--- src/rtl/prog_launcher.sv ---
// Purpose: sequences the fetch PC through a program run (load base, release fetch, catch halt),
//          reports the run's cycle count, and flags an invalid program select (plus a watchdog
//          expiry when PROG_WATCHDOG_EN is defined).
// Latency: PcLoad one cycle after an accepted Req. FetchHold follows HaltSeen in the same cycle.
//          Done rises one cycle after halt.
// Backpressure: Req is a level held by the bench until Done. Done holds until Req drops.
//          Req/ProgSel are ignored outside IDLE.
module prog_launcher #(
    parameter int              PC_W        = 10,
    parameter int              CNT_W       = 16,
    parameter logic [PC_W-1:0] BASE_0      = 10'd0,
    parameter logic [PC_W-1:0] BASE_1      = 10'd256,
    parameter logic [PC_W-1:0] BASE_2      = 10'd512,
    parameter int              WDOG_CYCLES = 4096
) (
    input  logic             Clk,
    input  logic             Reset,
    input  logic             Req,
    input  logic [1:0]       ProgSel,
    input  logic             HaltSeen,
    output logic             FetchHold,
    output logic             PcLoad,
    output logic [PC_W-1:0]  PcTarget,
    output logic             Busy,
    output logic             Done,
    output logic             Error,
    output logic [1:0]       CurProg,
    output logic [CNT_W-1:0] CycleCnt
);

    typedef enum logic [1:0] {
        S_IDLE = 2'd0,
        S_LOAD = 2'd1,
        S_RUN  = 2'd2,
        S_DONE = 2'd3
    } state_t;

    state_t state;
    state_t state_nxt;
    logic   wdog_hit;

    // Base address of each program; index 3 never reaches here because it is rejected in IDLE.
    function automatic logic [PC_W-1:0] base_of(input logic [1:0] sel);
        case (sel)
            2'd1:    base_of = BASE_1;
            2'd2:    base_of = BASE_2;
            default: base_of = BASE_0;
        endcase
    endfunction

`ifdef PROG_WATCHDOG_EN
    // Expiry is the RUN cycle whose increment brings CycleCnt up to WDOG_CYCLES.
    assign wdog_hit = (state == S_RUN) && (CycleCnt >= CNT_W'(WDOG_CYCLES - 1));
`else
    assign wdog_hit = 1'b0;
`endif

    // State register.
    always_ff @(posedge Clk) begin
        if (Reset) state <= S_IDLE;
        else       state <= state_nxt;
    end

    // Next state and fetch-control outputs. A halt or an expiry freezes the PC in the same cycle.
    always_comb begin
        state_nxt = state;
        FetchHold = 1'b1;
        PcLoad    = 1'b0;
        Busy      = 1'b0;
        Done      = 1'b0;
        case (state)
            S_IDLE: begin
                if (Req && (ProgSel != 2'd3)) state_nxt = S_LOAD;
            end
            S_LOAD: begin
                FetchHold = 1'b0;
                PcLoad    = 1'b1;
                Busy      = 1'b1;
                state_nxt = S_RUN;
            end
            S_RUN: begin
                Busy      = 1'b1;
                FetchHold = HaltSeen | wdog_hit;
                if (HaltSeen || wdog_hit) state_nxt = S_DONE;
            end
            S_DONE: begin
                Done = 1'b1;
                if (!Req) state_nxt = S_IDLE;
            end
            default: state_nxt = S_IDLE;
        endcase
        // While Reset is held, keep fetch frozen so nothing moves before state settles.
        if (Reset) begin
            FetchHold = 1'b1;
            PcLoad    = 1'b0;
        end
    end

    // Program select, target, error flag and run-cycle counter.
    always_ff @(posedge Clk) begin
        if (Reset) begin
            PcTarget <= '0;
            Error    <= 1'b0;
            CurProg  <= 2'd0;
            CycleCnt <= '0;
        end else begin
            case (state)
                S_IDLE: begin
                    if (Req) begin
                        if (ProgSel == 2'd3) begin
                            Error <= 1'b1;
                        end else begin
                            // Target is set on accept so that it is already valid during LOAD.
                            CurProg  <= ProgSel;
                            Error    <= 1'b0;
                            PcTarget <= base_of(ProgSel);
                        end
                    end
                end
                S_LOAD: CycleCnt <= '0;
                S_RUN: begin
                    if (CycleCnt != {CNT_W{1'b1}}) CycleCnt <= CycleCnt + 1'b1;
                    if (wdog_hit && !HaltSeen) Error <= 1'b1;
                end
                default: ;
            endcase
        end
    end

endmodule
--- config.mk ---
export PLATFORM = sky130hd
export DESIGN_NAME = prog_launcher
export DESIGN_NICKNAME = d
export VERILOG_FILES = /design/src/rtl/prog_launcher.sv
export SDC_FILE = /design/constraint.sdc
export NUM_CORES = 1
export LEC_CHECK = 0
export CORE_AREA = 5 5 61 63
export CTS_CLUSTER_SIZE = 28
export DETAILED_ROUTE_END_ITERATION = 10
export DIE_AREA = 0 0 66 68
export PLACE_DENSITY_LB_ADDON = 0.12
export SYNTH_ARGS = -nofsm -noshare
export SYNTH_HDL_FRONTEND = slang
export SYNTH_SLANG_ARGS = --single-unit
--- constraint.sdc ---
create_clock -name Clk -period 4.5 [get_ports Clk]
set_clock_uncertainty 0.05 [all_clocks]
set_input_delay 1.125 -clock Clk [delete_from_list [all_inputs] [get_ports Clk]]
set_output_delay 1.125 -clock Clk [all_outputs]
set_load 0.005 [all_outputs]
==> results of run 1 <==
-- per-layer routing --
layer / GRT usage [%] / wire, um / vias to the layer above
met1: 17.8 / 1320 / 584
met3: 3.28 / 133 / 2
li1: - / - / 608
met2: 26.9 / 1590 / 26
met5: 0 / 0 / -
met4: 5.33 / 23 / 0
-- final timing paths --
| kind | slack, ps | depth (start not counted) | from | to |
|---|---|---|---|---|
| max | 700 | 4 | Reset | FetchHold |
| max reg2reg | 2030 | 5 | CycleCnt[0] | CycleCnt[3] |
| min reg2reg | 420 | 2 | Error | Error |
| min | 420 | 2 | Error | Error |
-- cell usage after synthesis, drive strengths merged (5+ instances only) --
| library cell | count |
|---|---|
| o21ai | 5 |
| nand4 | 7 |
| inv | 6 |
| or3 | 5 |
| or4 | 5 |
| buf | 10 |
| o211ai | 5 |
| nand3 | 16 |
| dfxtp | 23 |
| nor2 | 9 |
| a21oi | 8 |
| ha | 6 |
| nand2 | 10 |
-- logic make-up (layout without fill, tap and decap cells) --
group,Yosys count,after routing,synth area share [%]
flops,23,23,34.8
fa+ha+maj,6,6,5.68
simple gates,67,67,30.2
other cells,1,8,0.284
mux,1,1,0.757
buf+inv,18,40,9.18
compound gates,34,34,19.1
-- power breakdown --
part	internal (mW)	leakage (nW)	switching, mW
Clock	0.0331	0.0177	0.0611
Combinational	0.107	0.355	0.123
Sequential	0.223	0.186	0.0167
Total	0.363	0.559	0.201
-- cells in the final DEF (no fill, tap or decap), drive strengths merged, types with 6 or more instances in the layout --
cell           instances
dfxtp                 23
inv                    6
ha                     6
nand3                 16
a21oi                  8
nor2                   9
conb                   8
nand2                 10
clkdlybuf4s50         30
nand4                  7
-- flip-flops by register name, summed over array words and instances (netlist names) --
register and count:
CurProg 2, state 2, CycleCnt 16, PcTarget 2, Error 1
-- tightest hold or removal path, stage by stage (launching register included) --
cell and delay (ps):
dfxtp_1 330, nand2_1 50, a21oi_1 60
-- through the flow --
step	hold slack (ps)	util, %	cell area [um^2]
6_report	422	51.4	1640
5_1_grt	451	51.4	1640
4_1_cts	427	51.4	1640
3_5_place_dp	409	50.6	1610
3_3_place_gp	394	50.6	1610
2_1_floorplan	403	-	1350
-- area by class of cell --
cell class	count	area [um^2]	area share [%]
Inverter	6	22.5	1.38
Sequential cell	23	460	28.2
Timing Repair Buffer	30	300	18.4
Clock buffer	3	22.5	1.38
Multi-Input combinational cell	116	767	46.9
Clock inverter	1	5.00	0.306
Tap cell	46	57.6	3.52
==> impl_results.md, run 1 <==
* Status: completed
* Final Hold Vio Count at 0
* Worst path slowest cell: clkdlybuf4s50_1
* Core Region at roughly 3200 um^2
* Top cells by area, synth: dfxtp_1 35%, nand3_1 6.1%, ha_1 5.7%, buf_4 4.5%, a21oi_1 3.0%
* First-pass GRT wire length at 5.37 mm
* Synth-to-Final Area Change at 23.7%
* Post-synth top area share at between 30% and 40%
* N_diodes at 0
* Clk sinks at 23
* Setup slack after layout at 700 ps
* Hold/Removal Path Class: reg2reg
* Total placed cells including tap cells at 221
* Fillcell total at around 330
* Worst EP arrival at around 2600 ps
* VDD IR max at ~240 uV
* Cts bufs inserted at 3
* Seq/Total Area, Yosys at about a third
* Mapped Cells at 150
* Element type at the critical path start: primary input
* Leading area contributor after synthesis: dfxtp_1
* Leakage at 0.559 nW
* Max incr delay on CP at approximately 750 ps
* Initial antenna violation count at 0
* Power per standard cell area at roughly 350 nW/um^2
* Clock tree buffer depth at 2
* Initial DRC count at 56
* DIE WIDTH at ~66 um
* Vias in the first global route at 1186
* Die ar. at 4490 um^2
* Nets at between 150 and 200
* WL/cell at between 10 and 15 um
* Crit Path Max Fanout at 13
* Kind of critical path: in2out
* PostCTS Resize Cnt at 0
* Crit share post-route at approximately 84%
* CP dominant cell by count: clkdlybuf4s50_1
* Fmax at around 260 MHz
* Worst slew margin at between 20% and 30%
* CP Cell Sequence: clkdlybuf4s50_1 > inv_1 > o21ai_0 > clkdlybuf4s50_1
* Unrepaired setup endpoints after global routing: false
* Cell variety after synth at 40
* Avg Cell Area, Syn at about 8.8 um^2
* Setup TNS at 0 ps
* Number of antenna-violating nets in the routed design at 0
* Cts hold-fix bufs at 0
* Via count at between 1000 and 1500
* DRT Wirelength at between 3 and 4 mm
* #FFs+latches synth at 23
* Root Buffer: clkbuf_4
* Post-CTS setup buffer count at 0
* Actual slew at the worst max-slew pin at about 1100 ps
* Max capacitance violation total at 0
* Die span in y at between 60 and 70 um
* Worst Path Required at between 3000 and 4000 ps
* Largest net degree at the start of global routing at 25
* Non-Filler Instances at roughly 230
* Total power draw at approximately 560 uW
* Pins Over Slew Limit at 0
* Crit path max-delay family: buffers and inverters
* TritonRoute pass-1 iters at 4
* Minimum clock period at roughly 3800 ps
* Final setup fails at 0
* Post-synth EDFFs at 0
* Initial core utilization at about two fifths
* CTS tree: done
* Global placement routability congestion at 0.792
* Row count at 21
* Port Buf Inserts at 30
* DPL Wire Length at between 2 and 2.5 mm
* Tot GR Track Use at between 10% and 20%
* Ys flop type: dfxtp_1
* Clock transition at path regs at approximately 120 ps
* Vias per cell at roughly 5.4
* Pre-CTS WS at 721 ps
* Async S/R FF share, synth at 0%
* Skew-Pair Late Insertion Delay at 300 ps
* Yosys warnings at 0
* DRC viols at 0
* Remaining Overflow, GRT at 0
* I/O pin count at 39
* Synthesized area at roughly 1300 um^2
* Crit end category: primary output
* Worst Path Buf+Inv at 3
* H-tree Lvls at 1
* Fraction of layout cells with a size suffix above 1 at 10.1%
(Power assumes the default switching activity.)
==> inputs of run 2 (changes only) <==
--- a/config.mk
+++ b/config.mk
@@ -5,10 +5,10 @@
 export SDC_FILE = /design/constraint.sdc
 export NUM_CORES = 1
 export LEC_CHECK = 0
-export CORE_AREA = 5 5 61 63
+export CORE_AREA = 5 5 63 65
 export CTS_CLUSTER_SIZE = 28
 export DETAILED_ROUTE_END_ITERATION = 10
-export DIE_AREA = 0 0 66 68
+export DIE_AREA = 0 0 68 70
 export PLACE_DENSITY_LB_ADDON = 0.12
 export SYNTH_ARGS = -nofsm -noshare
 export SYNTH_HDL_FRONTEND = slang
==> constraint.sdc (replaced) <==
create_clock -name Clk -period 3.2 [get_ports Clk]
set_clock_uncertainty 0.05 [all_clocks]
set_input_delay 0.8 -clock Clk [delete_from_list [all_inputs] [get_ports Clk]]
set_output_delay 0.8 -clock Clk [all_outputs]
set_load 0.005 [all_outputs]
==> impl_results.md, run 2 (synthesis gave the netlist of run 1 again) <==
* DRT Wirelength at 3.16 mm (was 3.07 mm)
* Leakage at 0.574 nW (was 0.559 nW)
* Reg power frac at 41.4% (was 42.5%)
* N_diodes at 0 (unchanged)
* Setup TNS at 0 ps (unchanged)
* Max FFs per register at 16 (unchanged)
* Port Buf Inserts at 30 (unchanged)
* Crit path max-delay family: buffers and inverters (unchanged)
* Cts bufs inserted at 3 (unchanged)
* Crit end category: primary output (unchanged)
* Reg area at 460 um^2 (unchanged)
* Most frequent cells in the layout: 30 x clkdlybuf4s50_1, 23 x dfxtp_1, 16 x nand3_1, 10 x nand2_1 (unchanged)
* Initial antenna violation count at 0 (unchanged)
* Die ar. at 4760 um^2 (was 4490 um^2)
* Initial DRC count at 59 (was 56)
* Critical path launch point: Reset (unchanged)
* Tot GR Track Use at 13.7% (was 15.1%)
* Multi-input logic area at 767 um^2 (unchanged)
* Max incr delay on CP at 640 ps (was 750 ps)
* Worst Path Buf+Inv at 3 (unchanged)
* CP Cell Sequence: clkdlybuf4s50_1 > inv_1 > o21ai_0 > clkdlybuf4s50_1 (unchanged)
* WL/cell at 13.8 um (was 13.6 um)
* Crit Reg-Reg Startpoint: state[0] (was CycleCnt[0])
* Cts hold-fix bufs at 0 (unchanged)
* Synth-to-Final Area Change at 25.4% (was 23.7%)
* Number of antenna-violating nets in the routed design at 0 (unchanged)
* Root Buffer: clkbuf_4 (unchanged)
* Kind of critical path: in2out (unchanged)
* Nets at 195 (was 192)
* Fmax at 335 MHz
* Skew-Pair Late Insertion Delay at 310 ps (was 300 ps)
* Actual slew at the worst max-slew pin at 507 ps (was 1130 ps)
* Clk sinks at 23 (unchanged)
* Hold/Removal Path Class: reg2reg (unchanged)
* Clock tree buffer depth at 2 (unchanged)
* TritonRoute pass-1 iters at 4 (unchanged)
* Biggest register: CycleCnt (unchanged)
* Commonest non-fill, non-tap cell in the layout: clkdlybuf4s50_1 (unchanged)
* Final Hold Vio Count at 0 (unchanged)
* I/O pin count at 39 (unchanged)
* Row count at 21 (unchanged)
* Status: completed (unchanged)
* First-pass GRT wire length at 5.23 mm (was 5.37 mm)
* Clock network power share at 17.0% (was 16.7%)
* Comb power frac at 41.6% (was 40.7%)
* Switching power at 292 uW (was 201 uW)
* Global placement routability congestion at 0.942 (was 0.792)
* Final setup fails at 0 (unchanged)
* PostCTS Resize Cnt at 0 (unchanged)
* Worst EP arrival at 2130 ps (was 2630 ps)
* Post-CTS setup buffer count at 0 (unchanged)
* Fillcell total at 340 (was 331)
* Pins Over Slew Limit at 0 (unchanged)
* CP dominant cell by count: clkdlybuf4s50_1 (unchanged)
* H-tree Lvls at 1 (unchanged)
* DRC viols at 0 (unchanged)
* Unrepaired setup endpoints after global routing: false (unchanged)
* Core Region at 3280 um^2 (was 3180 um^2)
* Fraction of layout cells with a size suffix above 1 at 11.5% (was 10.1%)
* Vias per cell at 5.38 (was 5.42)
* Clock transition at path regs at 130 ps (was 120 ps)
* Power per standard cell area at 490 nW/um^2 (was 345 nW/um^2)
* Die span in y at 70 um (was 68 um)
* Remaining Overflow, GRT at 0 (unchanged)
* Minimum clock period at about 3000 ps
* Via count at 1226 (was 1220)
* DIE WIDTH at 68 um (was 66 um)
* DPL Wire Length at 2.42 mm (was 2.38 mm)
* Crit Path Max Fanout at 8 (was 13)
* Internal at 521 uW (was 363 uW)
* Worst slew margin at 66.1% (was 24.3%)
* Switching share of power at 35.9% (was 35.6%)
* Total power draw at 813 uW (was 564 uW)
* Worst path slowest cell: clkdlybuf4s50_1 (unchanged)
* Largest net degree at the start of global routing at 19 (was 25)
* Worst Path Required at 2350 ps (was 3320 ps)
* Vias in the first global route at 1115 (was 1186)
* Initial core utilization at 40.3% (was 41.6%)
* Max capacitance violation total at 0 (unchanged)
* Worst Hold Launch: Error (unchanged)
* Crit share post-route at 93.2%
* CTS tree: done (unchanged)
* VDD IR max at 366 uV (was 242 uV)
* Element type at the critical path start: primary input (unchanged)
-- run 2: power by group through the flow --
stage	clock network, mW	registers [mW]	logic, mW
2_1_floorplan	0	0.341	0.237
6_report	0.138	0.337	0.338
3_3_place_gp	0	0.342	0.333
4_1_cts	0.143	0.337	0.345
3_5_place_dp	0	0.343	0.343
5_1_grt	0.151	0.343	0.374
-- run 2: area by class of cell --
class                           instances  share of cell area (%)
Tap cell                               46                    3.47
Clock buffer                            3                    1.36
Sequential cell                        23                    27.8
Multi-Input combinational cell        116                    46.3
Timing Repair Buffer                   33                    19.5
Inverter                                6                    1.36
Clock inverter                          1                   0.302
-- run 2: path summary, 6_finish.rpt --
| kind | end | slack (ps) | cells past startpoint |
|---|---|---|---|
| min | Error | 430 | 2 |
| min reg2reg | Error | 430 | 2 |
| max | FetchHold | 220 | 4 |
| max reg2reg | CycleCnt[7] | 1040 | 6 |
-- run 2: metal layers --
| metal | vias up | wire (um) | share of wire, % | global-route usage [%] |
|---|---|---|---|---|
| li1 | 609 | - | - | - |
| met1 | 570 | 1300 | 41 | 16.7 |
| met2 | 41 | 1610 | 51 | 23.1 |
| met3 | 6 | 195 | 6.2 | 2.88 |
| met4 | 0 | 56 | 1.8 | 4.86 |
| met5 | - | 0 | 0 | 0 |
-- run 2: worst min-delay path, cell delays in order, from the launching register on --
cell and delay (ps):
dfxtp_1 340, nand2_1 50, a21oi_1 50
-- run 2: stage by stage --
| step | setup slack (ps) | instance area (um^2) | util (%) | std cells | hold WS, ps |
|---|---|---|---|---|---|
| 2_1_floorplan | 1210 | 1350 | - | 157 | 403 |
| 3_3_place_gp | 229 | 1630 | 49.6 | 224 | 405 |
| 3_5_place_dp | 208 | 1630 | 49.6 | 224 | 402 |
| 4_1_cts | 203 | 1660 | 50.5 | 228 | 429 |
| 5_1_grt | 122 | 1660 | 50.5 | 228 | 460 |
| 6_report | 217 | 1660 | 50.5 | 228 | 425 |
==> inputs of run 3 (changes only) <==
--- a/config.mk
+++ b/config.mk
@@ -9,6 +9,7 @@
 export CTS_CLUSTER_SIZE = 28
 export DETAILED_ROUTE_END_ITERATION = 10
 export DIE_AREA = 0 0 68 70
+export MAX_ROUTING_LAYER = met4
 export PLACE_DENSITY_LB_ADDON = 0.12
 export SYNTH_ARGS = -nofsm -noshare
 export SYNTH_HDL_FRONTEND = slang
==> impl_results.md, run 3 (synthesis gave the netlist of run 1 again) <==
* Unrepaired setup endpoints after global routing: false (unchanged)
* DRC viols at 0 (unchanged)
* Clock network power share at 17.0% (about the same)
* Pre-CTS WS at 208 ps (unchanged)
* First-pass GRT wire length at 5.25 mm (was 5.23 mm)
* N_diodes at 0 (unchanged)
* DRT Wirelength at 3.16 mm (about the same)
* Via count at 1234 (was 1226)
* Path depth of the worst reg2reg path at 6 (unchanged)
* Element type at the critical path start: primary input (unchanged)
* M1 GR Usage at 17.5% (was 16.7%)
* Comb power frac at 41.6% (about the same)
* Fmax at 335 MHz (about the same)
* Worst Path Required at 2350 ps (about the same)
* Actual slew at the worst max-slew pin at 539 ps (was 507 ps)
* Setup TNS at 0 ps (unchanged)
* Crit Path Max Fanout at 8 (unchanged)
* VDD IR max at 368 uV (was 366 uV)
* Initial antenna violation count at 0 (unchanged)
* End of the critical path: FetchHold (unchanged)
* Fin util at 50.5% (unchanged)
* Switching share of power at 36.0% (was 35.9%)
* WL/cell at 13.9 um (was 13.8 um)
* Most frequent cells in the layout: 30 x clkdlybuf4s50_1, 23 x dfxtp_1, 16 x nand3_1, 10 x nand2_1 (unchanged)
* Worst Hold Launch: Error (unchanged)
* Worst slew margin at 64.0% (was 66.1%)
* Initial core utilization at 40.3% (unchanged)
* Remaining Overflow, GRT at 0 (unchanged)
* Vias per cell at 5.41 (was 5.38)
* DPL Wire Length at 2.42 mm (unchanged)
* Switching power at 293 uW (was 292 uW)
* Tot GR Track Use at 14.1% (was 13.7%)
* Biggest register: CycleCnt (unchanged)
* Die span in y at 70 um (unchanged)
* Total placed cells including tap cells at 224 (unchanged)
* TritonRoute pass-1 iters at 4 (unchanged)
* Final setup fails at 0 (unchanged)
* Row count at 21 (unchanged)
* Leakage at 0.574 nW (unchanged)
* Commonest non-fill, non-tap cell in the layout: clkdlybuf4s50_1 (unchanged)
* Worst reg2reg setup slack at 1040 ps (about the same)
* Routing usage on met2 at 23.0% (was 23.1%)
* DIE WIDTH at 68 um (unchanged)
* Number of antenna-violating nets in the routed design at 0 (unchanged)
* Power per standard cell area at 491 nW/um^2 (was 490 nW/um^2)
* Non-Filler Instances at 228 (unchanged)
* Crit end category: primary output (unchanged)
* Skew-Pair Late Insertion Delay at 310 ps (about the same)
* Crit Reg-Reg Endpoint: CycleCnt[5] (was CycleCnt[7])
* Minimum clock period at 2980 ps (about the same)
* Root Buffer: clkbuf_4 (unchanged)
* Worst EP arrival at 2130 ps (about the same)
* Internal at 521 uW (about the same)
* Clock transition at path regs at 130 ps (about the same)
* Critical path launch point: Reset (unchanged)
* Kind of critical path: in2out (unchanged)
* Initial DRC count at 53 (was 59)
* Pins Over Slew Limit at 0 (unchanged)
* I/O pin count at 39 (unchanged)
* Largest net degree at the start of global routing at 19 (unchanged)
* Synth-to-Final Area Change at 25.4% (unchanged)
* Crit Reg-Reg Startpoint: CycleCnt[0] (was state[0])
* Post-CTS setup buffer count at 0 (unchanged)
* Die ar. at 4760 um^2 (unchanged)
* Global placement routability congestion at 0.959 (was 0.942)
* Busiest grt layer: met2 (unchanged)
* H-tree Lvls at 1 (unchanged)
* GR Util met3 at 1.92% (was 2.88%)
* Cts hold-fix bufs at 0 (unchanged)
* Total power draw at 815 uW (was 813 uW)
* Core Region at 3280 um^2 (unchanged)
* Vias in the first global route at 1113 (was 1115)
* Nets at 195 (unchanged)
* Reg power frac at 41.3% (was 41.4%)
* Clk sinks at 23 (unchanged)
* Cts bufs inserted at 3 (unchanged)
* Max FFs per register at 16 (unchanged)
* PostCTS Resize Cnt at 0 (unchanged)
* Port Buf Inserts at 30 (unchanged)
* Hold/Removal Path Class: reg2reg (unchanged)
* Final Hold Vio Count at 0 (unchanged)
* Max capacitance violation total at 0 (unchanged)
* Clock tree buffer depth at 2 (unchanged)
* Setup slack after layout at 217 ps (about the same)
* Fraction of layout cells with a size suffix above 1 at 11.5% (unchanged)
* Crit share post-route at 93.2% (about the same)
* Status: completed (unchanged)
* Fillcell total at 340 (unchanged)
* CTS tree: done (unchanged)
==> run 3: cell counts in the layout (fill, tap and decap cells not counted) <==
No cell type changed its count.
==> run 3: layout make-up <==
type | instances | area [um^2] | share of cell area (%)
well taps | 46 | 57.6 | 3.47
clock inverters | 1 | 5.00 | 0.302
repair buffers | 33 | 323 | 19.5
clock buffers | 3 | 22.5 | 1.36
multi-input cells | 116 | 767 | 46.3
flip-flops and latches | 23 | 460 | 27.8
inverters | 6 | 22.5 | 1.36
==> run 3: through the flow <==
step	hold slack, ps	area [um^2]
global route	460	1660
global placement	405	1630
finish	423	1660
floorplan	403	1350
CTS	429	1660
detailed placement	402	1630
==> run 3: worst min path at each step <==
stage / to / cells after the start
finish: Error / 2
global route: Error / 2
CTS: Error / 2
detailed placement: Error / 2
global placement: PcTarget[9] / 1
floorplan: Error / 2
==> run 3: per-layer routing <==
layer  share of wire [%]  vias to the layer above
met2                  51                       45
met4                 1.8                        0
met5                   0                        -
met3                 5.0                        6
li1                    -                      611
met1                  43                      572
==> run 3: power by group through the flow <==
stage | clock network (mW) | logic (mW) | registers [mW]
2_1_floorplan | 0 | 0.237 | 0.341
3_3_place_gp | 0 | 0.333 | 0.342
3_5_place_dp | 0 | 0.343 | 0.343
4_1_cts | 0.143 | 0.345 | 0.337
5_1_grt | 0.151 | 0.373 | 0.343
6_report | 0.139 | 0.339 | 0.337
==> run 3: critical path, cell delays in order <==
cell and delay (ps):
clkdlybuf4s50_1 640, inv_1 90, o21ai_0 90, clkdlybuf4s50_1 520
